<file path="config.mk">
export PLATFORM = sky130hd
export DESIGN_NAME = ram_arbiter_flat
export DESIGN_NICKNAME = d
export VERILOG_FILES = /design/src/rtl/ram_arbiter_if.sv /design/src/rtl/ram_arbiter.sv /design/src/flat_wrapper.sv
export SDC_FILE = /design/constraint.sdc
export NUM_CORES = 1
export LEC_CHECK = 0
export ABC_AREA = 1
export ABC_CLOCK_PERIOD_IN_PS = 3850
export BUFFER_PORTS_ARGS = -buffer_cell sky130_fd_sc_hd__buf_2
export CAP_MARGIN = 30
export CELL_PAD_IN_SITES_DETAIL_PLACEMENT = 0
export CELL_PAD_IN_SITES_GLOBAL_PLACEMENT = 1
export CORE_MARGIN = 1
export CORE_UTILIZATION = 34
export DETAILED_ROUTE_END_ITERATION = 10
export PLACE_DENSITY_LB_ADDON = 0.1
export RECOVER_POWER = 25
export SLEW_MARGIN = 20
export SYNTH_ARGS = -nofsm -noshare
export SYNTH_HDL_FRONTEND = slang
export SYNTH_SLANG_ARGS = --single-unit
export TNS_END_PERCENT = 30
</file>
<file path="constraint.sdc">
create_clock -name clk -period 3.85 [get_ports clk]
set_input_delay 0.5775 -clock clk [delete_from_list [all_inputs] [get_ports clk]]
set_output_delay 0.5775 -clock clk [all_outputs]
set_load 0.005 [all_outputs]
</file>
<file path="src/rtl/ram_arbiter_if.sv">
// Bus bundle between the data-RAM arbiter, its two requesters and the RAM.
// The slave view belongs to the arbiter; the master view to requesters and RAM.
interface ram_arbiter_if #(
    parameter int ADDR_W = 9,
    parameter int DATA_W = 32
);
    logic              a_req;
    logic              a_we;
    logic [ADDR_W-1:0] a_addr;
    logic [DATA_W-1:0] a_wdata;
    logic              a_done;
    logic [DATA_W-1:0] a_rdata;

    logic              b_req;
    logic              b_we;
    logic [ADDR_W-1:0] b_addr;
    logic [DATA_W-1:0] b_wdata;
    logic              b_done;
    logic [DATA_W-1:0] b_rdata;

    logic [ADDR_W-1:0] ram_addr;
    logic [DATA_W-1:0] ram_wdata;
    logic              ram_read;
    logic              ram_write;
    logic [DATA_W-1:0] ram_rdata;

    logic              busy;
    logic              owner;

    modport slave (
        input  a_req, a_we, a_addr, a_wdata,
        output a_done, a_rdata,
        input  b_req, b_we, b_addr, b_wdata,
        output b_done, b_rdata,
        output ram_addr, ram_wdata, ram_read, ram_write,
        input  ram_rdata,
        output busy, owner
    );

    modport master (
        output a_req, a_we, a_addr, a_wdata,
        input  a_done, a_rdata,
        output b_req, b_we, b_addr, b_wdata,
        input  b_done, b_rdata,
        input  ram_addr, ram_wdata, ram_read, ram_write,
        output ram_rdata,
        input  busy, owner
    );
endinterface

</file>
<file path="src/rtl/ram_arbiter.sv">
// Two-port arbiter for the single-port data RAM: A has priority,
// B is guaranteed a grant after STARVE_LIMIT consecutive losses.
module ram_arbiter #(
    parameter int ADDR_W       = 9,
    parameter int DATA_W       = 32,
    parameter int STARVE_LIMIT = 4
) (
    input logic          clk,
    input logic          clr,
    ram_arbiter_if.slave bus
);
    typedef enum logic [1:0] {
        IDLE  = 2'd0,
        ISSUE = 2'd1,
        WAIT  = 2'd2,
        RESP  = 2'd3
    } state_t;

    localparam logic [3:0] LIMIT = 4'(STARVE_LIMIT);

    state_t            state, stateNext;
    logic [ADDR_W-1:0] ramAddr, addrNext;
    logic [DATA_W-1:0] ramWdata, wdataNext;
    logic              ramRead, readNext;
    logic              ramWrite, writeNext;
    logic              aDone, aDoneNext;
    logic              bDone, bDoneNext;
    logic [DATA_W-1:0] aRdata, aRdNext;
    logic [DATA_W-1:0] bRdata, bRdNext;
    logic              busyQ, busyNext;
    logic              ownerQ, ownerNext;
    logic [3:0]        starveCnt, cntNext;

    logic anyReq;
    logic pickB;
    logic weSel;

    assign anyReq = bus.a_req | bus.b_req;
    assign pickB  = bus.b_req & (~bus.a_req | (starveCnt == LIMIT));

    always_comb begin
        stateNext = state;
        addrNext  = ramAddr;
        wdataNext = ramWdata;
        readNext  = 1'b0;
        writeNext = 1'b0;
        aDoneNext = 1'b0;
        bDoneNext = 1'b0;
        aRdNext   = aRdata;
        bRdNext   = bRdata;
        ownerNext = ownerQ;
        cntNext   = starveCnt;
        weSel     = 1'b0;

        unique case (state)
            IDLE: begin
                if (anyReq) begin
                    stateNext = ISSUE;
                    ownerNext = pickB;
                    unique case (1'b1)
                        pickB: begin
                            addrNext  = bus.b_addr;
                            wdataNext = bus.b_wdata;
                            weSel     = bus.b_we;
                            cntNext   = 4'd0;
                        end
                        default: begin
                            addrNext  = bus.a_addr;
                            wdataNext = bus.a_wdata;
                            weSel     = bus.a_we;
                            // Only a contested win counts toward starvation.
                            if (bus.b_req && starveCnt != LIMIT)
                                cntNext = starveCnt + 4'd1;
                        end
                    endcase
                    readNext  = ~weSel;
                    writeNext = weSel;
                end
            end
            ISSUE: begin
                if (ramRead) begin
                    stateNext = WAIT;
                end else begin
                    stateNext = RESP;
                    aDoneNext = ~ownerQ;
                    bDoneNext = ownerQ;
                end
            end
            WAIT: begin
                stateNext = RESP;
                aDoneNext = ~ownerQ;
                bDoneNext = ownerQ;
                if (ownerQ) bRdNext = bus.ram_rdata;
                else        aRdNext = bus.ram_rdata;
            end
            RESP: begin
                stateNext = IDLE;
            end
            default: begin
                stateNext = IDLE;
            end
        endcase

        busyNext = (stateNext != IDLE);
    end

    always_ff @(posedge clk) begin
        if (!clr) begin
            state     <= IDLE;
            ramAddr   <= '0;
            ramWdata  <= '0;
            ramRead   <= 1'b0;
            ramWrite  <= 1'b0;
            aDone     <= 1'b0;
            bDone     <= 1'b0;
            aRdata    <= '0;
            bRdata    <= '0;
            busyQ     <= 1'b0;
            ownerQ    <= 1'b0;
            starveCnt <= 4'd0;
        end else begin
            state     <= stateNext;
            ramAddr   <= addrNext;
            ramWdata  <= wdataNext;
            ramRead   <= readNext;
            ramWrite  <= writeNext;
            aDone     <= aDoneNext;
            bDone     <= bDoneNext;
            aRdata    <= aRdNext;
            bRdata    <= bRdNext;
            busyQ     <= busyNext;
            ownerQ    <= ownerNext;
            starveCnt <= cntNext;
        end
    end

    assign bus.ram_addr  = ramAddr;
    assign bus.ram_wdata = ramWdata;
    assign bus.ram_read  = ramRead;
    assign bus.ram_write = ramWrite;
    assign bus.a_done    = aDone;
    assign bus.b_done    = bDone;
    assign bus.a_rdata   = aRdata;
    assign bus.b_rdata   = bRdata;
    assign bus.busy      = busyQ;
    assign bus.owner     = ownerQ;
endmodule
</file>
<file path="src/flat_wrapper.sv">
// flat-port wrapper written by rule: the top's interface ports become plain ports
module ram_arbiter_flat 
#(
    parameter int ADDR_W       = 9,
    parameter int DATA_W       = 32,
    parameter int STARVE_LIMIT = 4
)
  (clk, clr, bus_a_req, bus_a_we, bus_a_addr, bus_a_wdata, bus_a_done, bus_a_rdata, bus_b_req, bus_b_we, bus_b_addr, bus_b_wdata, bus_b_done, bus_b_rdata, bus_ram_addr, bus_ram_wdata, bus_ram_read, bus_ram_write, bus_ram_rdata, bus_busy, bus_owner);
  ram_arbiter_if #(.ADDR_W(ADDR_W), .DATA_W(DATA_W)) bus_i ();
  input logic clk;
  input logic clr;
  input wire logic [$bits(bus_i.a_req)-1:0] bus_a_req;
  input wire logic [$bits(bus_i.a_we)-1:0] bus_a_we;
  input wire logic [$bits(bus_i.a_addr)-1:0] bus_a_addr;
  input wire logic [$bits(bus_i.a_wdata)-1:0] bus_a_wdata;
  output wire logic [$bits(bus_i.a_done)-1:0] bus_a_done;
  output wire logic [$bits(bus_i.a_rdata)-1:0] bus_a_rdata;
  input wire logic [$bits(bus_i.b_req)-1:0] bus_b_req;
  input wire logic [$bits(bus_i.b_we)-1:0] bus_b_we;
  input wire logic [$bits(bus_i.b_addr)-1:0] bus_b_addr;
  input wire logic [$bits(bus_i.b_wdata)-1:0] bus_b_wdata;
  output wire logic [$bits(bus_i.b_done)-1:0] bus_b_done;
  output wire logic [$bits(bus_i.b_rdata)-1:0] bus_b_rdata;
  output wire logic [$bits(bus_i.ram_addr)-1:0] bus_ram_addr;
  output wire logic [$bits(bus_i.ram_wdata)-1:0] bus_ram_wdata;
  output wire logic [$bits(bus_i.ram_read)-1:0] bus_ram_read;
  output wire logic [$bits(bus_i.ram_write)-1:0] bus_ram_write;
  input wire logic [$bits(bus_i.ram_rdata)-1:0] bus_ram_rdata;
  output wire logic [$bits(bus_i.busy)-1:0] bus_busy;
  output wire logic [$bits(bus_i.owner)-1:0] bus_owner;
  assign bus_i.a_req = bus_a_req;
  assign bus_i.a_we = bus_a_we;
  assign bus_i.a_addr = bus_a_addr;
  assign bus_i.a_wdata = bus_a_wdata;
  assign bus_a_done = bus_i.a_done;
  assign bus_a_rdata = bus_i.a_rdata;
  assign bus_i.b_req = bus_b_req;
  assign bus_i.b_we = bus_b_we;
  assign bus_i.b_addr = bus_b_addr;
  assign bus_i.b_wdata = bus_b_wdata;
  assign bus_b_done = bus_i.b_done;
  assign bus_b_rdata = bus_i.b_rdata;
  assign bus_ram_addr = bus_i.ram_addr;
  assign bus_ram_wdata = bus_i.ram_wdata;
  assign bus_ram_read = bus_i.ram_read;
  assign bus_ram_write = bus_i.ram_write;
  assign bus_i.ram_rdata = bus_ram_rdata;
  assign bus_busy = bus_i.busy;
  assign bus_owner = bus_i.owner;
  ram_arbiter #(.ADDR_W(ADDR_W), .DATA_W(DATA_W), .STARVE_LIMIT(STARVE_LIMIT)) u_core (.clk(clk), .clr(clr), .bus(bus_i));
endmodule
</file>
* After elaboration in Yosys (flattened, before gate mapping)
Index checks and enable logic that the tools add are counted.
** Storage, ports and cells
- Flip-flop bits (word level) :: 117
- Bits in latches :: 0
- RAM bits :: 0
- ROM bits :: 0
- Input bits :: 120
- Output and inout bits :: 111
- Word-level logic and storage cells :: 47
- Memories kept :: 0
** Operators by class
- $add $sub $neg :: 1
- Multiply operators :: 0
- Divide/modulo/power cells :: 0
- Magnitude comparators :: 0
- Equal/unequal tests :: 5
- Shift operators :: 0
- Multiplexer cells :: 14
- Bitwise operators :: 6
- Reduce and logical (&&, ||, !) cells :: 9
** Operators by type and width (count)
- two-way mux 32 bit :: 1
- two-way mux 9 bit :: 1
- two-way mux 4 bit :: 2
- one-hot mux 2 bit (4 select lines) :: 1
- two-way mux 1 bit :: 6
- AND reduction 2 bit :: 3
- AND reduction 3 bit :: 2
- adder 4 x 1 -> 4 bit, second input constant :: 1
- == test 2 bit, second input constant :: 2
- == test 4 x 3 -> 1 bit, second input constant :: 1
- inequality test 4 x 3 -> 1 bit, second input constant :: 1
- one-hot mux 1 bit (2 select lines) :: 2
- nonzero test 2 bit :: 2
- inverter 1 bit :: 3
- == test 2 x 1 -> 1 bit, second input constant :: 1
- zero test 2 bit :: 1
- two-way mux 2 bit :: 1
- OR 1 bit :: 2
- bitwise AND 1 bit :: 1
- logical AND 1 bit :: 1

* Logic depth before layout (Yosys ltp)
Gate-level depths: netlist of the first run.
- Depth in word-level cells :: 7
- Depth in mapped cells :: 10

* Least setup slack after synthesis of the first run
OpenSTA, ideal clock, no wires.
- Path kind :: input -> register
- Start :: in bus_a_req
- End :: reg u_core.ramAddr[1] (netlist: u_core.bus.ram_addr[1])
- Setup time :: 0.117 ns
- Data arrival time :: 1.282 ns
- Data required time :: 3.733 ns
- Slack :: 2.451 ns
- Stages :: 6
- Path buffers :: 2
- Cell sequence :: nor2_1 > nor2_2 > buf_4 > buf_4 > o21ai_0 > nor2_1
** Between the ends
- Longest elaborated chain between the ends :: 4
- Elaborated cells between the ends (all ways) :: 6
** Ends and longest elaborated chain
- from (decl) :: RTL line flat_wrapper.sv:12 : input wire logic [$bits(bus_i.a_req)-1:0] bus_a_req;
- inverter 1 bit :: RTL line ram_arbiter.sv:39 : assign pickB = bus.b_req & (~bus.a_req | (starveCnt == LIMIT));
- OR 1 bit :: RTL line ram_arbiter.sv:39
- bitwise AND 1 bit :: RTL line ram_arbiter.sv:39
- two-way mux 9 bit :: RTL line ram_arbiter.sv:60 : unique case (1'b1)
- to (signal assigned) :: RTL line ram_arbiter.sv:123 : ramAddr <= addrNext;
- to (decl) :: RTL line ram_arbiter.sv:22 : logic [ADDR_W-1:0] ramAddr, addrNext;
Parallel ways exist; a longest one is shown, timed or not.
A chain may end at the register's enable or synchronous reset.

==> out/metrics.yaml, run 1 <==
hold_path:
  hold_class: "in -> reg"
  whs_path_depth: 4
  worstHoldEndpoint: "u_core.bus.ram_read$_SDFF_PN0_"
  hold_start: "bus_a_we"
timing:
  slew_headroom_pct: -43.6
  max_freq_mhz: 392
  worst_pin_slew_ns: 2.15
  whs_ns: 0.434
  hold_viol_final: 0
  finalSetupViolCount: 0
  min_period_ns: 2.55
  fin_tns_setup_ns: 0
  fin_crit_sh_pct: 66.2
  drv_slew: 57
  skew_ns: 0.0106
  rsz0062_at_grt: "false"
logic_synthesis:
  synth_cell_types: 21
  synth.net_count: 836
  synth_compound_area_share_pct: 15.6
  synth_simple_gate_area_share_pct: 26.7
  yosys-mux-area-fraction_pct: 0
  synth_fa_ha_area_share_pct: 1.49
  synth-xor-area-share_pct: 0
  synth_top_family_by_area: "simple AND/OR/NAND/NOR gates"
  synth_edf_count: 0
  ys_ff_latch: 117
  synth_most_common_cell: "nor2_1"
  yosysTopAreaCell: "dfxtp_1"
  syn_inst: 710
  synth.avg_cell_area_sq_um: 7.07
  yosys-top-cells-count: "217 x nor2_1, 117 x dfxtp_1, 77 x o21ai_0, 57 x nand2_1, 55 x inv_1"
  ys.flop_type: "dfxtp_1"
  synthArstFlopShare_pct: 0
  ys_seq_area_share_pct: 46.6
  yosys_warnings: 0
  syn_area_sq_mm: 0.00502
  synth_top_area_share_pct: 46.6
  netlist_top_cells_area: "dfxtp_1 47%, nor2_1 16%, o21ai_0 7.7%"
place:
  place.gp.congestion: 0.760
  placed_cell_area_sq_mm: 0.00628
  place_hpwl_mm: 10.2
  place.port_buffers: 230
global_route:
  grt_pass1_wl_mm: 22.9
  grt_max_degree: 75
  grt_pass1_vias: 4825
  grt-ovfl-total: 0
  grtUsageTotal_pct: 19.3
  antenna_found_initial: 0
die:
  die_h_microns: 124
  ioPinCount: 231
  die_x_microns: 124
  num_rows: 44
  core-area_sq_mm: 0.0145
  start_util_pct: 34.7
  dieArea_sq_mm: 0.0153
pwr:
  combinationalPowerShare_pct: 31.8
  power_leakage_uw: 0.00328
  irDropWorstVdd_mv: 0.357
  power.density_mw_per_mm2: 698
  seqPwrFrac_pct: 36.6
  power.share.switching_pct: 34.7
  p_switching_uw: 1650
  power.internal_uw: 3100
  power_frac_clock_pct: 31.6
detailed_routing:
  drcViolationCount: 0
  first_pass_iters: 4
  drt-wirelength-per-cell_microns: 13.1
  drt_iter0_drc: 283
  wl_met1_mm: 6.33
  ant_nets: 0
  wl_met2_mm: 6.81
  routed_wl_mm: 14.6
  top_layer: "met4"
  route.met3.wl_mm: 1.27
  routed_via_density: 4.69
  vias: 5228
clocking:
  cts_inserted_buffers: 17
  cts_tree: "yes"
  cts_hold_buf: 0
  post-cts-setup-buffers: 0
  ctsResizeCount: 0
  path_clk_slew_ns: 0.06
  cts_sinks: 117
  clk_latency_ns: 0.41
  cts_max_path_buffers: 2
  clockRootBuffer: "clkbuf_16"
  cts_htree_levels: 4
critical_path:
  reg2reg_from: "u_core.state[0]$_SDFF_PN0_"
  arrival_ns: 2.89
  r2r-end: "u_core.bus.ram_write$_SDFF_PN0_"
  critical_path_peak_fanout: 56
  path_class: "in -> reg"
  reg2reg_depth: 7
  required_ns: 4.19
  reg2reg_setup_slack_ns: 1.87
  start_kind: "input port"
  cp-end-kind: "flop"
layout:
  regArea_sq_mm: 0.00234
  fin_area_sq_mm: 0.00680
  multi_input_area_sq_mm: 0.00220
  final_nets: 1044
  synthToLayoutAreaGrowth_pct: 35.3
  fillers: 1547
  drive_above_1_share_pct: 26.1
  n_antenna_cell: 0
status:
  violations: "max-capacitance violations, max-slew violations"
  outcome: "finished with violations"
flow_run:
  max_cap_viol_count: 1
==> metrics by stage <==
stage | setup slack [ns] | utilization (%) | instances | power [uW]
2_1_floorplan | 2.45 | - | 710 | 2690
3_3_place_gp | 1.55 | 42.8 | 1080 | 3260
3_5_place_dp | 1.48 | 43.4 | 1083 | 3320
4_1_cts | 1.89 | 47.3 | 1115 | 4850
5_1_grt | 0.976 | 46.9 | 1115 | 5140
6_report | 1.30 | 46.9 | 1115 | 4750
==> power by group through the flow <==
| stage | sequential (uW) | combinational (uW) | clock, uW |
|---|---|---|---|
| after detailed placement | 1760 | 1560 | 0 |
| after global routing | 1790 | 1750 | 1600 |
| final | 1740 | 1510 | 1500 |
| after CTS | 1740 | 1570 | 1540 |
| after floorplan | 1790 | 905 | 0 |
| after global placement | 1750 | 1520 | 0 |
==> cell usage in the layout (no fill, tap or decap), types with 2 or more instances in the layout <==
cell	instances
ha_1	6
clkinv_4	5
inv_6	3
buf_16	3
nand3_2	10
buf_2	189
clkbuf_16	17
dfxtp_1	117
nand3_1	36
clkinv_2	2
inv_1	55
nand2_1	57
clkbuf_1	42
clkinvlp_4	2
o21ai_1	31
a21oi_1	47
nor2_1	217
o21ai_0	77
buf_4	6
==> layer usage <==
metal,vias up,track usage [%]
met5,-,0
met4,0,6.25
met3,14,7.75
met2,167,31.6
met1,2367,22.9
li1,2680,-
==> layout make-up <==
cell class                      instances  share of cell area (%)
Sequential cell                       117                    34.5
Timing Repair Buffer                  240                    18.4
Clock inverter                         13                    1.84
Multi-Input combinational cell        487                    32.4
Tap cell                              184                    3.39
Inverter                               55                    3.04
Clock buffer                           19                    6.52
==> cell families after synthesis <==
family,after synthesis
AND/OR/NAND/NOR,325
AO/OA/AOI/OAI,156
flip-flops,117
buffers and inverters,106
adder cells (fa/ha/maj),6
==> how the worst max path moves through the flow <==
stage | startpoint | endpoint | slack (ns) | cells after the start
after floorplan | bus_a_req | u_core.bus.ram_addr[1]$_SDFFE_PN0P_ | 2.45 | 6
after global placement | bus_a_req | u_core.bus.ram_addr[7]$_SDFFE_PN0P_ | 1.55 | 6
after detailed placement | bus_b_req | u_core.starveCnt[2]$_SDFFE_PN0P_ | 1.48 | 7
after CTS | u_core.state[0]$_SDFF_PN0_ | u_core.bus.ram_wdata[20]$_SDFFE_PN0P_ | 1.89 | 8
after global routing | clr | u_core.bus.a_rdata[4]$_SDFFE_PN0N_ | 0.98 | 4
final | clr | u_core.bus.b_rdata[4]$_SDFFE_PN0N_ | 1.30 | 4
==> worst max-delay path: stages <==
cell and delay [ns]:
clkbuf_1 1.51, buf_4 0.52, o21ai_0 0.15, nor2_1 0.11
==> registers in the layout, indices dropped and copies added, names as in the netlist, 2 cells and up <==
name	cells
u_core.bus.a_rdata	32
u_core.state	2
u_core.bus.ram_wdata	32
u_core.bus.ram_addr	9
u_core.starveCnt	4
u_core.bus.b_rdata	32
(Power assumes the default switching activity.)
==> run 2, diff against run 1 <==
--- a/config.mk
+++ b/config.mk
@@ -6,13 +6,13 @@
 export NUM_CORES = 1
 export LEC_CHECK = 0
 export ABC_AREA = 1
-export ABC_CLOCK_PERIOD_IN_PS = 3850
+export ABC_CLOCK_PERIOD_IN_PS = 2100
 export BUFFER_PORTS_ARGS = -buffer_cell sky130_fd_sc_hd__buf_2
 export CAP_MARGIN = 30
 export CELL_PAD_IN_SITES_DETAIL_PLACEMENT = 0
 export CELL_PAD_IN_SITES_GLOBAL_PLACEMENT = 1
 export CORE_MARGIN = 1
-export CORE_UTILIZATION = 34
+export CORE_UTILIZATION = 29
 export DETAILED_ROUTE_END_ITERATION = 10
 export PLACE_DENSITY_LB_ADDON = 0.1
 export RECOVER_POWER = 25
==> constraint.sdc (replaced) <==
create_clock -name clk -period 2.1 [get_ports clk]
set_input_delay 0.315 -clock clk [delete_from_list [all_inputs] [get_ports clk]]
set_output_delay 0.315 -clock clk [all_outputs]
set_load 0.005 [all_outputs]
==> run 2 against run 1 <==
Net effect:
- sequential power grew 83%
- first-iteration DRC count is 31% lower
- the run now ends clean
- worst setup slack worse by 0.80 ns
- largest power group unchanged
- hold slack lost 0.26 ns
- combinational power rose by 84%
- non-clock buffer count grew 2
- utilization shrank 6.1 points
- critical path depth up 4
- die area increased by 17%
- register-to-register slack got worse by 1.4 ns
==> out/metrics.yaml, run 2 (synthesized netlist as in run 1, its figures left out) <==
timing:
  fin_crit_sh_pct: 76.2
  fin_tns_setup_ns: 0  # unchanged
  skew_ns: 0.00917  # was 0.0106 ns
  slew_headroom_pct: 68.2  # was -43.6%
  worst_pin_slew_ns: 0.476  # was 2.15 ns
  hold_viol_final: 0  # unchanged
  max_freq_mhz: 625
  finalSetupViolCount: 0  # unchanged
  min_period_ns: 1.60
  rsz0062_at_grt: "false"  # unchanged
  finalWorstSetupSlack_ns: 0.500  # was 1.30 ns
  whs_ns: 0.172  # was 0.434 ns
  drv_slew: 0  # was 57
clocking:
  cts_htree_levels: 4  # unchanged
  cts_sinks: 117  # unchanged
  cts_tree: "yes"  # unchanged
  cts_hold_buf: 0  # unchanged
  cts_max_path_buffers: 2  # unchanged
  post-cts-setup-buffers: 0  # unchanged
  path_clk_slew_ns: 0.05  # was 0.06 ns
  ctsResizeCount: 0  # unchanged
  clk_latency_ns: 0.41  # about the same
  clockRootBuffer: "clkbuf_16"  # unchanged
  cts_inserted_buffers: 17  # unchanged
die:
  core-area_sq_mm: 0.0168  # was 0.0145 sq mm
  die_h_microns: 134  # was 124 microns
  start_util_pct: 30.0  # was 34.7%
  ioPinCount: 231  # unchanged
  die_x_microns: 134  # was 124 microns
  num_rows: 47  # was 44
  dieArea_sq_mm: 0.0178  # was 0.0153 sq mm
pwr:
  irDropWorstVdd_mv: 0.612  # was 0.357 mV
  power_leakage_uw: 0.00334  # was 0.00328 uW
  power.density_mw_per_mm2: 1270  # was 698 mW/mm^2
layout:
  final_common_cell: "nor2_1"  # unchanged
  fillers: 1832  # was 1547
  layout_common_cells: "217 x nor2_1, 206 x buf_2, 117 x dfxtp_1"  # was 217 x nor2_1, 189 x buf_2, 117 x dfxtp_1
  n_antenna_cell: 0  # unchanged
  regArea_sq_mm: 0.00234  # unchanged
  fin_area_sq_mm: 0.00685  # was 0.00680 sq mm
  final_nets: 1046  # was 1044
  drive_above_1_share_pct: 27.9  # was 26.1%
  multi_input_area_sq_mm: 0.00220  # unchanged
  synthToLayoutAreaGrowth_pct: 36.4  # was 35.3%
detailed_routing:
  drt-wirelength-per-cell_microns: 13.1  # about the same
  vias: 5208  # was 5228
  routed_wl_mm: 15.1  # was 14.6 mm
  drt_iter0_drc: 194  # was 283
  ant_nets: 0  # unchanged
  routed_via_density: 4.52  # was 4.69
  drcViolationCount: 0  # unchanged
  first_pass_iters: 4  # unchanged
flow_run:
  max_cap_viol_count: 0  # was 1
hold_path:
  hold_class: "in -> reg"  # unchanged
global_route:
  antenna_found_initial: 0  # unchanged
  use_met3_pct: 4.95  # was 7.75%
  grt_pass1_vias: 4843  # was 4825
  grtUsageTotal_pct: 16.9  # was 19.3%
  met1_usage_pct: 20.8  # was 22.9%
  grt_pass1_wl_mm: 23.9  # was 22.9 mm
  grt_use_met2_pct: 27.5  # was 31.6%
  grt_max_degree: 86  # was 75
  grt-ovfl-total: 0  # unchanged
  grt-busiest-layer: "met2"  # unchanged
critical_path:
  required_ns: 2.40  # was 4.19 ns
  critPathSlowestCell: "dfxtp_1"  # was clkbuf_1
  start_kind: "flop"  # was input port
  path_cells: "inv_1 > ha_1 > nand3_1 > nand2_2 > buf_12 > a21oi_1 > nor2_1 > nor2_1"  # was clkbuf_1 > buf_4 > o21ai_0 > nor2_1
  path_class: "reg -> reg"  # was in -> reg
  cp-end-kind: "flop"  # unchanged
  critical_path_peak_fanout: 82  # was 56
  crit_top_cell: "nor2_1"
  arrival_ns: 1.90  # was 2.89 ns
  cp_slowest_stage_delay_ns: 0.33  # was 1.51 ns
place:
  place.gp.congestion: 0.748  # was 0.760
  detailedPlace.worstSlack_ns: 0.528  # was 1.48 ns
  place.port_buffers: 230  # unchanged
  place_hpwl_mm: 10.4  # was 10.2 mm
  placed_cell_area_sq_mm: 0.00632  # was 0.00628 sq mm
status:
  outcome: "finished, final reports clean"  # was finished with violations
[run 2: cell count changes in the layout (fill, tap and decap cells not counted), sizes merged]
cell      change
buf          +19
inv           -3
clkinv        -4
clkbuf       -13
clkinvlp      +2
[run 2: cell type report]
| type | instances | share of cell area (%) |
|---|---|---|
| Clock buffer | 23 | 7.12 |
| Timing Repair Buffer | 242 | 18.4 |
| Sequential cell | 117 | 34.2 |
| Clock inverter | 8 | 1.10 |
| Tap cell | 220 | 4.02 |
| Inverter | 55 | 3.01 |
| Multi-Input combinational cell | 487 | 32.1 |
[run 2: worst paths after layout]
check | start | endpoint | slack, ns | cells past startpoint
setup / recovery | u_core.starveCnt[0]$_SDFFE_PN0P_ | u_core.bus.ram_wdata[28]$_SDFFE_PN0P_ | 0.50 | 8
hold / removal | bus_ram_rdata[29] | u_core.bus.b_rdata[29]$_SDFFE_PN0N_ | 0.17 | 3
setup reg to reg | u_core.starveCnt[0]$_SDFFE_PN0P_ | u_core.bus.ram_wdata[28]$_SDFFE_PN0P_ | 0.50 | 8
hold reg to reg | u_core.bus.b_rdata[0]$_SDFFE_PN0N_ | u_core.bus.b_rdata[0]$_SDFFE_PN0N_ | 0.47 | 2
[run 2: metal layers]
layer  share of wire (%)  vias to the layer above
met4                 1.6                        0
li1                    -                     2683
met2                  47                      162
met1                  45                     2346
met5                   0                        -
met3                 6.5                       17
[run 2: power breakdown]
| group | switching, uW | total (uW) | leakage [uW] | internal, uW |
|---|---|---|---|---|
| clock | 1010 | 2740 | 0.000267 | 1740 |
| sequential | 314 | 3190 | 0.000959 | 2880 |
| combinational | 1630 | 2780 | 0.00212 | 1150 |
| total | 2950 | 8710 | 0.00334 | 5760 |
[run 2: critical path: cells and delay by family, from the launching register on]
kind	cells	cell delay (ns)
buffers and inverters	2	0.44
and+or+nand+nor	4	0.40
DFF	1	0.33
adders and majority gates	1	0.16
AOI/OAI and AO/OA	1	0.11
[run 2: metrics by stage]
stage	utilization [%]	std cells	power, uW
3_5_place_dp	37.7	1121	6090
2_1_floorplan	-	710	4940
3_3_place_gp	37.7	1121	6030
5_1_grt	40.9	1152	9380
6_report	40.9	1152	8710
4_1_cts	41.0	1152	8890
==> run 3, diff against run 2 <==
--- a/config.mk
+++ b/config.mk
@@ -5,14 +5,14 @@
 export SDC_FILE = /design/constraint.sdc
 export NUM_CORES = 1
 export LEC_CHECK = 0
-export ABC_AREA = 1
-export ABC_CLOCK_PERIOD_IN_PS = 2100
+export ABC_AREA = 0
+export ABC_CLOCK_PERIOD_IN_PS = 1600
 export BUFFER_PORTS_ARGS = -buffer_cell sky130_fd_sc_hd__buf_2
 export CAP_MARGIN = 30
 export CELL_PAD_IN_SITES_DETAIL_PLACEMENT = 0
 export CELL_PAD_IN_SITES_GLOBAL_PLACEMENT = 1
 export CORE_MARGIN = 1
-export CORE_UTILIZATION = 29
+export CORE_UTILIZATION = 32
 export DETAILED_ROUTE_END_ITERATION = 10
 export PLACE_DENSITY_LB_ADDON = 0.1
 export RECOVER_POWER = 25
==> constraint.sdc (replaced) <==
create_clock -name clk -period 1.6 [get_ports clk]
set_input_delay 0.24 -clock clk [delete_from_list [all_inputs] [get_ports clk]]
set_output_delay 0.24 -clock clk [all_outputs]
set_load 0.005 [all_outputs]
==> run 3 against run 2 <==
Net effect:
- clock skew down 0.0014 ns
- sequential share of layout area is 0.57 points higher
- global-route usage increased by 3.3 points
- non-clock buffer count increased by 13
- synthesized cell count decreased by 17%
- utilization increased by 6.8 points
==> out/metrics.yaml, run 3 <==
critical_path:
  cp_slowest_stage_delay_ns: 0.50  # was 0.33 ns
  required_ns: 1.94  # was 2.40 ns
  cpLargestDelayFamily: "simple AND/OR/NAND/NOR gates"  # was buffers and inverters
  reg2reg_depth: 5  # was 8
  worst-path-stages: 5  # was 8
  critical_path_peak_fanout: 3  # was 82
  cp-end-kind: "flop"  # unchanged
  critPathSlowestCell: "or4_1"  # was dfxtp_1
  start_kind: "flop"  # unchanged
  path_buf_inv: 1  # was 2
  path_class: "reg -> reg"  # unchanged
  arrival_ns: 1.90  # about the same
  path_cells: "inv_1 > ha_1 > and3b_1 > or4_1 > a31oi_1"  # was inv_1 > ha_1 > nand3_1 > nand2_2 > buf_12 > a21oi_1 > nor2_1 > nor2_1
clocking:
  cts_max_path_buffers: 2  # unchanged
  path_clk_slew_ns: 0.05  # about the same
  cts_tree: "yes"  # unchanged
  cts_sinks: 117  # unchanged
  cts_inserted_buffers: 17  # unchanged
  clk_latency_ns: 0.41  # about the same
  cts_hold_buf: 0  # unchanged
  cts_htree_levels: 4  # unchanged
  clockRootBuffer: "clkbuf_16"  # unchanged
timing:
  max_freq_mhz: 639  # was 625 MHz
  drv_slew: 0  # unchanged
  fin_crit_sh_pct: 97.8  # was 76.2%
  skew_ns: 0.00773  # was 0.00917 ns
  whs_ns: 0.0762  # was 0.172 ns
  finalSetupViolCount: 0  # unchanged
  worst_pin_slew_ns: 0.422  # was 0.476 ns
  slew_headroom_pct: 71.9  # was 68.2%
  min_period_ns: 1.56  # was 1.60 ns
  rsz0062_at_grt: "true"  # was false
  hold_viol_final: 0  # unchanged
logic_synthesis:
  ys_seq_area_share_pct: 49.7  # was 46.6%
  synth_compound_area_share_pct: 24.7  # was 15.6%
  synthArstFlopShare_pct: 0  # unchanged
  yosys-top-cells-count: "135 x nand2_1, 117 x dfxtp_1, 69 x a21oi_1, 52 x clkbuf_1, 44 x nand3_1"  # was 217 x nor2_1, 117 x dfxtp_1, 77 x o21ai_0, 57 x nand2_1, 55 x inv_1
  synth_simple_gate_area_share_pct: 18.6  # was 26.7%
  ys.flop_type: "dfxtp_1"  # unchanged
  netlist_top_cells_area: "dfxtp_1 50%, nand2_1 11%, a21oi_1 7.3%"  # was dfxtp_1 47%, nor2_1 16%, o21ai_0 7.7%
  synth_top_family_by_area: "compound AO/OA/AOI/OAI gates"  # was simple AND/OR/NAND/NOR gates
  synth.net_count: 716  # was 836
  synth_fa_ha_area_share_pct: 1.59  # was 1.49%
  syn_area_sq_mm: 0.00471  # was 0.00502 sq mm
  yosys-mux-area-fraction_pct: 0  # unchanged
  ys_ff_latch: 117  # unchanged
  synth_cell_types: 27  # was 21
  synth_edf_count: 0  # unchanged
  syn_inst: 590  # was 710
  synth.avg_cell_area_sq_um: 7.99  # was 7.07 sq um
  synth_top_area_share_pct: 49.7  # was 46.6%
  yosys_warnings: 0  # unchanged
  synth-xor-area-share_pct: 0  # unchanged
  synth_most_common_cell: "nand2_1"  # was nor2_1
  yosysTopAreaCell: "dfxtp_1"  # unchanged
layout:
  fin_util_pct: 47.6  # was 40.9%
  fillers: 1469  # was 1832
  final_nets: 931  # was 1046
  fin_cells: 998  # was 1152
  layout_common_cells: "192 x buf_2, 135 x nand2_1, 116 x dfxtp_1"  # was 217 x nor2_1, 206 x buf_2, 117 x dfxtp_1
  drive_above_1_share_pct: 31.2  # was 27.9%
  final_common_cell: "buf_2"  # was nor2_1
  synthToLayoutAreaGrowth_pct: 43.0  # was 36.4%
  n_antenna_cell: 0  # unchanged
die:
  start_util_pct: 33.3  # was 30.0%
  dieArea_sq_mm: 0.0152  # was 0.0178 sq mm
  num_rows: 43  # was 47
  core-area_sq_mm: 0.0141  # was 0.0168 sq mm
  ioPinCount: 231  # unchanged
  die_x_microns: 123  # was 134 microns
  die_h_microns: 123  # was 134 microns
detailed_routing:
  ant_nets: 0  # unchanged
  drt-wirelength-per-cell_microns: 15.3  # was 13.1 microns
  routed_wl_mm: 15.3  # was 15.1 mm
  vias: 5064  # was 5208
  drt_iter0_drc: 215  # was 194
  routed_via_density: 5.07  # was 4.52
  drcViolationCount: 0  # unchanged
  first_pass_iters: 4  # unchanged
place:
  place_hpwl_mm: 10.3  # was 10.4 mm
  place.port_buffers: 230  # unchanged
  place_inst: 965  # was 1121
  place.gp.congestion: 0.804  # was 0.748
global_route:
  grt_pass1_vias: 4838  # was 4843
  grt_max_degree: 55  # was 86
  grt_pass1_wl_mm: 23.7  # was 23.9 mm
  antenna_found_initial: 0  # unchanged
  grtUsageTotal_pct: 20.2  # was 16.9%
  grt-ovfl-total: 0  # unchanged
pwr:
  power_leakage_uw: 0.00286  # was 0.00334 uW
  power.density_mw_per_mm2: 1520  # was 1270 mW/mm^2
  irDropWorstVdd_mv: 0.784  # was 0.612 mV
status:
  outcome: "finished, final reports clean"  # unchanged
hold_path:
  hold_class: "in -> reg"  # unchanged
  whs_path_depth: 3  # unchanged
flow_run:
  max_cap_viol_count: 0  # unchanged
-- run 3: worst paths after layout --
| check | start | end | slack [ns] |
|---|---|---|---|
| hold reg to reg | u_core.bus.a_rdata[17]$_SDFFE_PN0N_ | u_core.bus.a_rdata[17]$_SDFFE_PN0N_ | 0.45 |
| hold / removal | bus_ram_rdata[20] | u_core.bus.b_rdata[20]$_SDFFE_PN0N_ | 0.08 |
| setup reg to reg | u_core.starveCnt[0]$_SDFFE_PN0P_ | u_core.starveCnt[3]$_SDFFE_PN0P_ | 0.04 |
| setup / recovery | u_core.starveCnt[0]$_SDFFE_PN0P_ | u_core.starveCnt[3]$_SDFFE_PN0P_ | 0.04 |
-- run 3: timing repair --
item,CTS,global route
endpoints found under the setup margin,1,13
gates cloned,0,1
setup buffers,0,0
hold endpoints to repair,0,0
pin swaps,0,0
gates resized for setup,1,5
-- run 3: area by class of cell --
| class | instances | area [sq um] | area share [%] |
|---|---|---|---|
| Clock buffer | 23 | 488 | 7.24 |
| Tap cell | 180 | 225 | 3.34 |
| Sequential cell | 117 | 2340 | 34.8 |
| Timing Repair Buffer | 255 | 1460 | 21.6 |
| Clock inverter | 9 | 76.3 | 1.13 |
| Inverter | 8 | 30.0 | 0.446 |
| Multi-Input combinational cell | 406 | 2120 | 31.4 |
-- run 3: where the power goes --
group	total, uW	internal [uW]	switching [uW]	leakage, uW
sequential	3850	3550	299	0.000957
clock	3570	2280	1290	0.000282
combinational	2830	1240	1580	0.00162
-- run 3: through the flow --
step,setup TNS (ns),instance area [sq um],setup WS [ns],total power [uW]
after global routing,-0.0174,6740,-0.0164,10900
after CTS,0,6750,0.0230,10300
after floorplan,0,4710,0.0126,5290
after detailed placement,-0.0354,6180,-0.0354,6660
after global placement,0,6180,0.0323,6600
final,0,6740,0.0354,10200
-- run 3: kinds of logic (layout without fill, tap and decap cells) --
logic type / after synthesis / after routing
flops: 117 / 117
fa+ha+maj: 6 / 6
compound gates: 199 / 199
buf+inv: 67 / 295
simple gates: 201 / 201
-- run 3: worst reg2reg max path: stages, from the launching register on --
cell and delay [ns]:
dfxtp_2 0.32, inv_1 0.05, ha_1 0.22, and3b_1 0.24, or4_1 0.50, a31oi_1 0.16
-- run 3: routing by layer --
metal	share of wire [%]	vias to the layer above	global-route usage, %
met3	7.8	20	5.90
met4	1.8	0	8.58
met5	0	-	0
met2	47	168	33.2
met1	43	2367	24.4
li1	-	2509	-
